[config.mk]
export PLATFORM = sky130hd
export DESIGN_NAME = pipe_hazard_ctrl
export DESIGN_NICKNAME = d
export VERILOG_FILES = /design/src/rtl/pipe_ctrl_pkg.sv /design/src/rtl/sat_counter.sv /design/src/rtl/pipe_hazard_ctrl.sv
export SDC_FILE = /design/constraint.sdc
export NUM_CORES = 1
export LEC_CHECK = 0
export CAP_MARGIN = 20
export CELL_PAD_IN_SITES_DETAIL_PLACEMENT = 1
export CELL_PAD_IN_SITES_GLOBAL_PLACEMENT = 1
export CORE_MARGIN = 1
export CORE_UTILIZATION = 36
export CTS_CLUSTER_DIAMETER = 30
export DETAILED_ROUTE_END_ITERATION = 7
export GPL_TIMING_DRIVEN = 0
export PLACE_DENSITY = 0.79
export SYNTH_ARGS = -nofsm -noshare
export SYNTH_HDL_FRONTEND = slang
export SYNTH_HIERARCHICAL = 1
export SYNTH_SLANG_ARGS = --single-unit
[constraint.sdc]
create_clock -name clk_i -period 2.6 [get_ports clk_i]
set_clock_uncertainty 0.2 [all_clocks]
set_input_delay 0.65 -clock clk_i [delete_from_list [all_inputs] [get_ports clk_i]]
set_output_delay 0.65 -clock clk_i [all_outputs]
set_load 0.02 [all_outputs]
[src/rtl/pipe_ctrl_pkg.sv]
// Shared types and constants for the pipeline hazard controller.
package pipe_ctrl_pkg;

    localparam int unsigned REG_ADDR_W = 5;

    // x0 is hard-wired to zero, so a load targeting it never creates a hazard.
    localparam logic [REG_ADDR_W-1:0] REG_X0 = '0;

    typedef enum logic [1:0] {
        StIdle,
        StRun,
        StMemWait,
        StError
    } pipe_state_e;

    // True when an enabled source operand matches the producing register.
    function automatic logic src_hit(
        input logic                  rd_en,
        input logic [REG_ADDR_W-1:0] src,
        input logic [REG_ADDR_W-1:0] dst
    );
        return rd_en && (src == dst);
    endfunction

endpackage

[src/rtl/sat_counter.sv]
// Saturating up-counter with synchronous active-low reset.
module sat_counter #(
    parameter int unsigned W = 16
) (
    input  logic         clk_i,
    input  logic         rst_n_i,
    input  logic         inc_i,
    output logic [W-1:0] cnt_o
);

    logic [W-1:0] cnt_q;
    logic [W-1:0] cnt_d;

    // Increment on request, holding at all-ones instead of wrapping.
    always_comb begin
        cnt_d = cnt_q;
        if (inc_i && (cnt_q != {W{1'b1}})) begin
            cnt_d = cnt_q + W'(1);
        end
    end

    // Count register.
    always_ff @(posedge clk_i) begin
        if (!rst_n_i) begin
            cnt_q <= '0;
        end else begin
            cnt_q <= cnt_d;
        end
    end

    assign cnt_o = cnt_q;

endmodule

[src/rtl/pipe_hazard_ctrl.sv]
// Pipeline sequencer: run gating, load-use stall, branch flush, data-memory
// freeze with watchdog, and saturating stall/flush event counters.
module pipe_hazard_ctrl
    import pipe_ctrl_pkg::*;
#(
    parameter int unsigned CNT_W       = 16,
    parameter int unsigned MEM_TIMEOUT = 64
) (
    input  logic                  clk_i,
    input  logic                  rst_n_i,
    input  logic                  start_i,
    input  logic [REG_ADDR_W-1:0] id_rs1_i,
    input  logic [REG_ADDR_W-1:0] id_rs2_i,
    input  logic                  id_rs1_use_i,
    input  logic                  id_rs2_use_i,
    input  logic                  ex_memrd_i,
    input  logic [REG_ADDR_W-1:0] ex_rd_i,
    input  logic                  mem_pcsrc_i,
    input  logic                  mem_req_i,
    input  logic                  dmem_ready_i,
    output logic                  pc_we_o,
    output logic                  if_id_we_o,
    output logic                  id_ex_we_o,
    output logic                  ex_mem_we_o,
    output logic                  mem_wb_we_o,
    output logic                  id_ex_bubble_o,
    output logic                  if_id_flush_o,
    output logic                  id_ex_flush_o,
    output logic                  ex_mem_flush_o,
    output logic                  stall_o,
    output logic                  flush_o,
    output logic [CNT_W-1:0]      stall_cnt_o,
    output logic [CNT_W-1:0]      flush_cnt_o,
    output logic                  err_o
);

    localparam int unsigned WaitW = $clog2(MEM_TIMEOUT + 1);

    pipe_state_e      state_q, state_d;
    logic [WaitW-1:0] wait_q, wait_d;
    logic             err_q, err_d;

    logic freeze;
    logic load_use;
    logic decode;
    logic [4:0] we;

    assign freeze   = mem_req_i && !dmem_ready_i;
    assign load_use = ex_memrd_i && (ex_rd_i != REG_X0) &&
                      (src_hit(id_rs1_use_i, id_rs1_i, ex_rd_i) ||
                       src_hit(id_rs2_use_i, id_rs2_i, ex_rd_i));

    // Next-state and control decode; controls follow the current inputs so a
    // hazard is handled in the cycle it appears.
    always_comb begin
        state_d        = state_q;
        wait_d         = wait_q;
        err_d          = err_q;
        decode         = 1'b0;
        we             = 5'b00000;
        id_ex_bubble_o = 1'b0;
        if_id_flush_o  = 1'b0;
        id_ex_flush_o  = 1'b0;
        ex_mem_flush_o = 1'b0;
        stall_o        = 1'b0;
        flush_o        = 1'b0;

        unique case (state_q)
            StIdle: begin
                if (start_i) begin
                    state_d = StRun;
                end
            end
            StRun: begin
                wait_d = '0;
                if (!start_i) begin
                    state_d = StIdle;
                end else if (freeze) begin
                    // The first frozen cycle already counts toward the timeout.
                    state_d = StMemWait;
                    wait_d  = WaitW'(1);
                end else begin
                    decode = 1'b1;
                end
            end
            StMemWait: begin
                if (freeze) begin
                    if (wait_q >= WaitW'(MEM_TIMEOUT - 1)) begin
                        state_d = StError;
                        err_d   = 1'b1;
                    end else begin
                        wait_d = wait_q + WaitW'(1);
                    end
                end else begin
                    // Memory answered: the pipeline advances in this same cycle.
                    state_d = StRun;
                    wait_d  = '0;
                    decode  = 1'b1;
                end
            end
            StError: begin
                state_d = StError;
            end
            default: begin
                state_d = StIdle;
            end
        endcase

        if (decode) begin
            we = 5'b11111;
            if (mem_pcsrc_i) begin
                // Flush outranks load-use: the stalled instruction is squashed anyway.
                if_id_flush_o  = 1'b1;
                id_ex_flush_o  = 1'b1;
                ex_mem_flush_o = 1'b1;
                flush_o        = 1'b1;
            end else if (load_use) begin
                we[4]          = 1'b0;
                we[3]          = 1'b0;
                id_ex_bubble_o = 1'b1;
                stall_o        = 1'b1;
            end
        end
    end

    assign pc_we_o     = we[4];
    assign if_id_we_o  = we[3];
    assign id_ex_we_o  = we[2];
    assign ex_mem_we_o = we[1];
    assign mem_wb_we_o = we[0];
    assign err_o       = err_q;

    // State, watchdog and sticky error registers.
    always_ff @(posedge clk_i) begin
        if (!rst_n_i) begin
            state_q <= StIdle;
            wait_q  <= '0;
            err_q   <= 1'b0;
        end else begin
            state_q <= state_d;
            wait_q  <= wait_d;
            err_q   <= err_d;
        end
    end

    sat_counter #(
        .W (CNT_W)
    ) u_stall_cnt (
        .clk_i   (clk_i),
        .rst_n_i (rst_n_i),
        .inc_i   (stall_o),
        .cnt_o   (stall_cnt_o)
    );

    sat_counter #(
        .W (CNT_W)
    ) u_flush_cnt (
        .clk_i   (clk_i),
        .rst_n_i (rst_n_i),
        .inc_i   (flush_o),
        .cnt_o   (flush_cnt_o)
    );

endmodule

# Word-level counts from Yosys, hierarchy flattened
# Index checks and enable logic that the tools add are counted.
[totals]
reg_bits = 42
out_inout_bits = 44
inputBits = 24
[op_classes]
n_lt_le_gt_ge = 1
n_mux = 22
add_sub_neg = 3
n_eq_ne = 11
reduce_logical = 15
[ops]
columns = ["op", "count"]
rows = [
  ["16-bit by 1-bit adder with 16-bit output (second input constant)", 2],
  ["16-bit inequality test (second input constant)", 2],
  ["2-bit two-way mux", 7],
  ["7-bit two-way mux", 2],
  ["7-bit one-hot mux with 2 select lines", 1],
  ["5-bit equality test", 2],
  ["1-bit two-way mux", 9],
  ["3-bit inequality test (second input constant)", 3],
  ["2-bit one-hot mux with 4 select lines", 1],
  ["7-bit by 1-bit adder with 7-bit output (second input constant)", 1],
  ["7-bit by 6-bit >= comparator with 1-bit output (second input constant)", 1],
  ["1-bit logical AND", 7],
  ["3-bit AND reduction", 2],
  ["5-bit two-way mux", 1],
  ["5-bit nonzero test", 1],
  ["2-bit equality test (second input constant)", 2],
  ["2-bit by 1-bit equality test with 1-bit output (second input constant)", 1],
  ["2-bit zero test", 1],
  ["2-bit inequality test (second input constant)", 1],
  ["1-bit one-hot mux with 2 select lines", 1],
  ["2-bit AND reduction", 1],
  ["2-bit nonzero test", 1],
  ["1-bit zero test", 1],
  ["1-bit logical OR", 1],
]

# Depth between registers and ports, before layout
[logic_depth]
depth_word = 8
mapped_depth = 9
depth_no_buf = 9

# Modules after synthesis
# Netlist, hierarchy kept.
[by_module_without_submodules]
columns = ["module", "n_inst", "area_per_inst_um2", "seq_area_each_um2", "cells_each"]
rows = [
  ["sat_counter", 2, 837.1, 320.3, 97],
  ["pipe_hazard_ctrl", 1, 852.1, 200.2, 103],
]

# Worst setup path after synthesis
# No wires, ideal clock.
[synth_timing]
path_kind = "input to output"
start = "input port mem_req_i"
end = "output port pc_we_o"
t_arrival_ps = 2181
required_ps = 1750
n_path_buf = 1
stages = 5
setup_slack_ps = -431
path_cell_list = "or2b_1 > nand2_1 > nor2_1 > a21boi_0 > buf_4"
[synth_via]
elab_chain_cells = 5
[synth_rtl]
columns = ["item", "line", "source"]
rows = [
  ["from (decl)", "pipe_hazard_ctrl.sv:19", "input logic mem_req_i,"],
  ["1-bit logical AND (*)", "pipe_hazard_ctrl.sv:48", "assign freeze = mem_req_i && !dmem_ready_i;"],
  ["1-bit two-way mux (*)", "pipe_hazard_ctrl.sv:78, pipe_hazard_ctrl.sv:87", ""],
  ["1-bit two-way mux", "pipe_hazard_ctrl.sv:76", "if (!start_i) begin"],
  ["1-bit one-hot mux with 2 select lines (*)", "pipe_hazard_ctrl.sv:68", "unique case (state_q)"],
  ["5-bit two-way mux (*)", "pipe_hazard_ctrl.sv:109", "if (decode) begin"],
  ["to (decl)", "pipe_hazard_ctrl.sv:21", "output logic pc_we_o,"],
]
# Every way passes the cells marked *; elsewhere a longest branch is shown, timed or not.

# Worst setup path in the final report
[layout_timing]
start = "input port ex_rd_i[2]"
end = "output port pc_we_o"
[layout_via]
elab_chain_cells = 7
word_cells_on_any_way = 11
[layout_rtl]
columns = ["item", "line", "source"]
rows = [
  ["from (decl)", "pipe_hazard_ctrl.sv:17", "input logic [REG_ADDR_W-1:0] ex_rd_i,"],
  ["5-bit equality test", "pipe_ctrl_pkg.sv:22", "return rd_en && (src == dst);"],
  ["1-bit logical AND", "pipe_ctrl_pkg.sv:22", ""],
  ["1-bit logical OR", "pipe_hazard_ctrl.sv:50", "(src_hit(id_rs1_use_i, id_rs1_i, ex_rd_i) ||"],
  ["1-bit logical AND (*)", "pipe_hazard_ctrl.sv:49", "assign load_use = ex_memrd_i && (ex_rd_i != REG_X0) &&"],
  ["2-bit two-way mux (*)", "pipe_hazard_ctrl.sv:117", "end else if (load_use) begin"],
  ["2-bit two-way mux (*)", "pipe_hazard_ctrl.sv:111", "if (mem_pcsrc_i) begin"],
  ["5-bit two-way mux (*)", "pipe_hazard_ctrl.sv:109", ""],
]
# Marked as above.

==> reports/metrics.cfg <==
[run_status]
status = finished, violations left
violations = negative setup slack

[floorplan]
die_width_um = 85.8
ios = 68
core_um2 = 6790
rows = 30
initial_utilization_pct = 37.2
chipHeight_um = 85.8
fp.dieArea_um2 = 7360

[timing]
whs_ps = 278
finalCriticalPeriod_ps = 2700
slew_viol_final = 0
max_clock_freq_ghz = 0.371
setup_slack_ps = -97.6
tns_ps = -311
finalSetupViolCount = 4
relSlewSlack_pct = 48.2
rsz0062_at_grt = true
hold_viol_final = 0
tightest_slew_ps = 770
period_share_pct = 104

[routing]
via_per_inst = 5.40
ant_nets = 0
wirelength_um = 7360
drc = 0
vias = 2585
post_drt_wl_per_cell_um = 15.4
dr.pass1.iters = 4
drt_iter0_drc = 74

[yosys]
syn_area_um2 = 2530
ys_types = 49
synth_most_common_cell = dfxtp_1
synth_ff_type = dfxtp_1
synth_commonest_cells = 42 x dfxtp_1, 32 x nand2_1, 25 x a21oi_1, 14 x nor2_1
async_reset_ff_share_pct = 0
synth_nets = 329
synth_top_area_share_pct = 33.3
yosys.area.top_type = dfxtp_1
synth-seq-cells = 42
synth-edff-count = 0
syn_area_per_cell_um2 = 8.51
synth.area.top_cells = dfxtp_1 33%, a21oi_1 5.0%, nand2_1 4.8%, xnor2_1 4.2%, ha_1 4.0%
syn_inst = 297
ys_seq_area_share_pct = 33.3
synth.yosys.warnings = 6

[clock_network]
cts-buffers-inserted = 5
cts.sinks = 42
cts_hold_buf = 0
cts_tree = built
clock_path_buffers = 2
htree_levels = 2
clk_root_buffer_cell = clkbuf_8
path_clk_slew_ps = 80
clk_latency_ps = 310

[worst_setup_path]
slowest_stage = or4_4
critical_path.cell_chain = buf_8 -> or4_4 -> nor2_4 -> nor3b_2 -> a21boi_2 -> buf_4 -> buf_6
critPathBufInv = 3
worstSetupStartpointType = primary input
crit-reg2reg-launch = state_q[1]$_SDFFE_PN0P_
crit_path_max_fanout = 2
reg2reg_slack_ps = 100
cp_data_arrival_time_ps = 1850
crit_family = simple AND/OR/NAND/NOR gates
worst_setup_path_end_kind = output port
max_stage_delay_ps = 540
required_ps = 1750
path_class = in -> out
reg2reg_depth = 11
reg2reg_to = u_stall_cnt/cnt_o[6]$_SDFFE_PN0P_

[global_routing]
grt_max_degree = 14
antenna_found_initial = 0
grt_usage_pct = 20.8
grt_pass1_wl_um = 12200
grt_remaining_overflow = 0
grt_pass1_vias = 2658

[power]
p_total_w = 0.00140
leakage_nw = 1.28
irDropWorstVdd_mv = 0.260
powerDensity_nw_per_um2 = 383

[cells_and_area]
areaGrowthSynthToFinish_pct = 44.9
fillers = 800
drive_gt1_share_pct = 20.6
nets = 414
diodes = 0
finalNonFillerCells = 479

[placement]
gp_congestion = 0.806
place_hpwl_um = 5090
post-place-cells = 460
port_buffers = 67

[job]
drv_cap = 0

[hold_path]
hold_class = reg -> reg
whs_endpoint = err_o$_SDFFE_PN0P_
holdPathStages = 1
hp-start = err_o$_SDFFE_PN0P_

[sequential cells by signal, indices dropped and copies added, names as in the netlist]
register / cells
state_q: 2
err_o: 1
u_stall_cnt/cnt_o: 16
u_flush_cnt/cnt_o: 16
wait_q: 7
[kinds of logic (layout without fill, tap and decap cells)]
| kind of cell | Yosys count | after routing | synth area share (%) |
|---|---|---|---|
| AND/OR/NAND/NOR | 131 | 131 | 31.3 |
| AO/OA/AOI/OAI | 69 | 69 | 18.4 |
| flip-flops | 42 | 42 | 33.3 |
| buffers and inverters | 25 | 111 | 5.05 |
| XOR/XNOR | 14 | 14 | 4.85 |
| adder cells (fa/ha/maj) | 8 | 8 | 3.96 |
| multiplexers | 8 | 8 | 3.17 |
[how the worst max path moves through the flow]
stage | startpoint | to | slack, ps | depth (start not counted)
6_report | ex_rd_i[2] | pc_we_o | -100 | 7
5_1_grt | ex_rd_i[2] | u_stall_cnt/cnt_o[6]$_SDFFE_PN0P_ | -160 | 12
4_1_cts | ex_rd_i[4] | stall_o | -140 | 7
3_5_place_dp | ex_rd_i[1] | stall_o | -1080 | 7
3_3_place_gp | ex_rd_i[1] | stall_o | -1040 | 7
2_1_floorplan | ex_rd_i[1] | stall_o | -30 | 5
[placed cells by master (no fill, tap or decap), drive strengths merged, types with 8 or more instances in the layout]
master         Yosys  layout
or4               12      12
o31ai             12      12
mux2i              8       8
nand4             11      11
dlygate4sd2        0       8
buf               10      34
dfxtp             42      42
nor4              10      10
xnor2             12      12
clkdlybuf4s50      0      38
o21ai              9       9
clkbuf             2       9
nand2             32      32
nand3             13      13
inv               13      13
nor2              14      14
ha                 8       8
a21oi             25      25
[power by group]
| part | switching (W) | internal (W) | total, W |
|---|---|---|---|
| combinational | 0.000106 | 0.000107 | 0.000213 |
| sequential | 0.00000988 | 0.000650 | 0.000660 |
| clock | 0.000242 | 0.000287 | 0.000529 |
[through the flow]
stage	worst slack [ps]	util (%)	area, µm²
floorplan	-27.3	-	2530
global placement	-1040	49.0	3330
detailed placement	-1080	49.0	3330
CTS	-144	52.2	3540
global route	-164	53.9	3660
finish	-97.6	53.9	3660
[final cells by class]
class / count / area [µm²] / share of cell area [%]
clock buffers: 6 / 72.6 / 1.98
well taps: 96 / 120 / 3.28
inverters: 13 / 51.3 / 1.40
clock inverters: 2 / 37.5 / 1.03
repair buffers: 78 / 744 / 20.3
flip-flops and latches: 42 / 846 / 23.1
plain buffers: 12 / 93.8 / 2.56
multi-input cells: 230 / 1700 / 46.3
[per-layer routing]
metal	GRT usage, %	wire (µm)	up-vias
met3	3.85	247	7
met5	0	0	-
met1	25.3	3350	1244
met4	7.73	92	0
met2	36.6	3670	51
li1	-	-	1283
[timing repair]
action,CTS,global route
pin swaps,20,12
endpoints found under the setup margin,36,28
gates cloned,0,0
buffers inserted,7,4
gates resized for setup,107,29
Note: power is estimated with default switching activity, not from simulation.
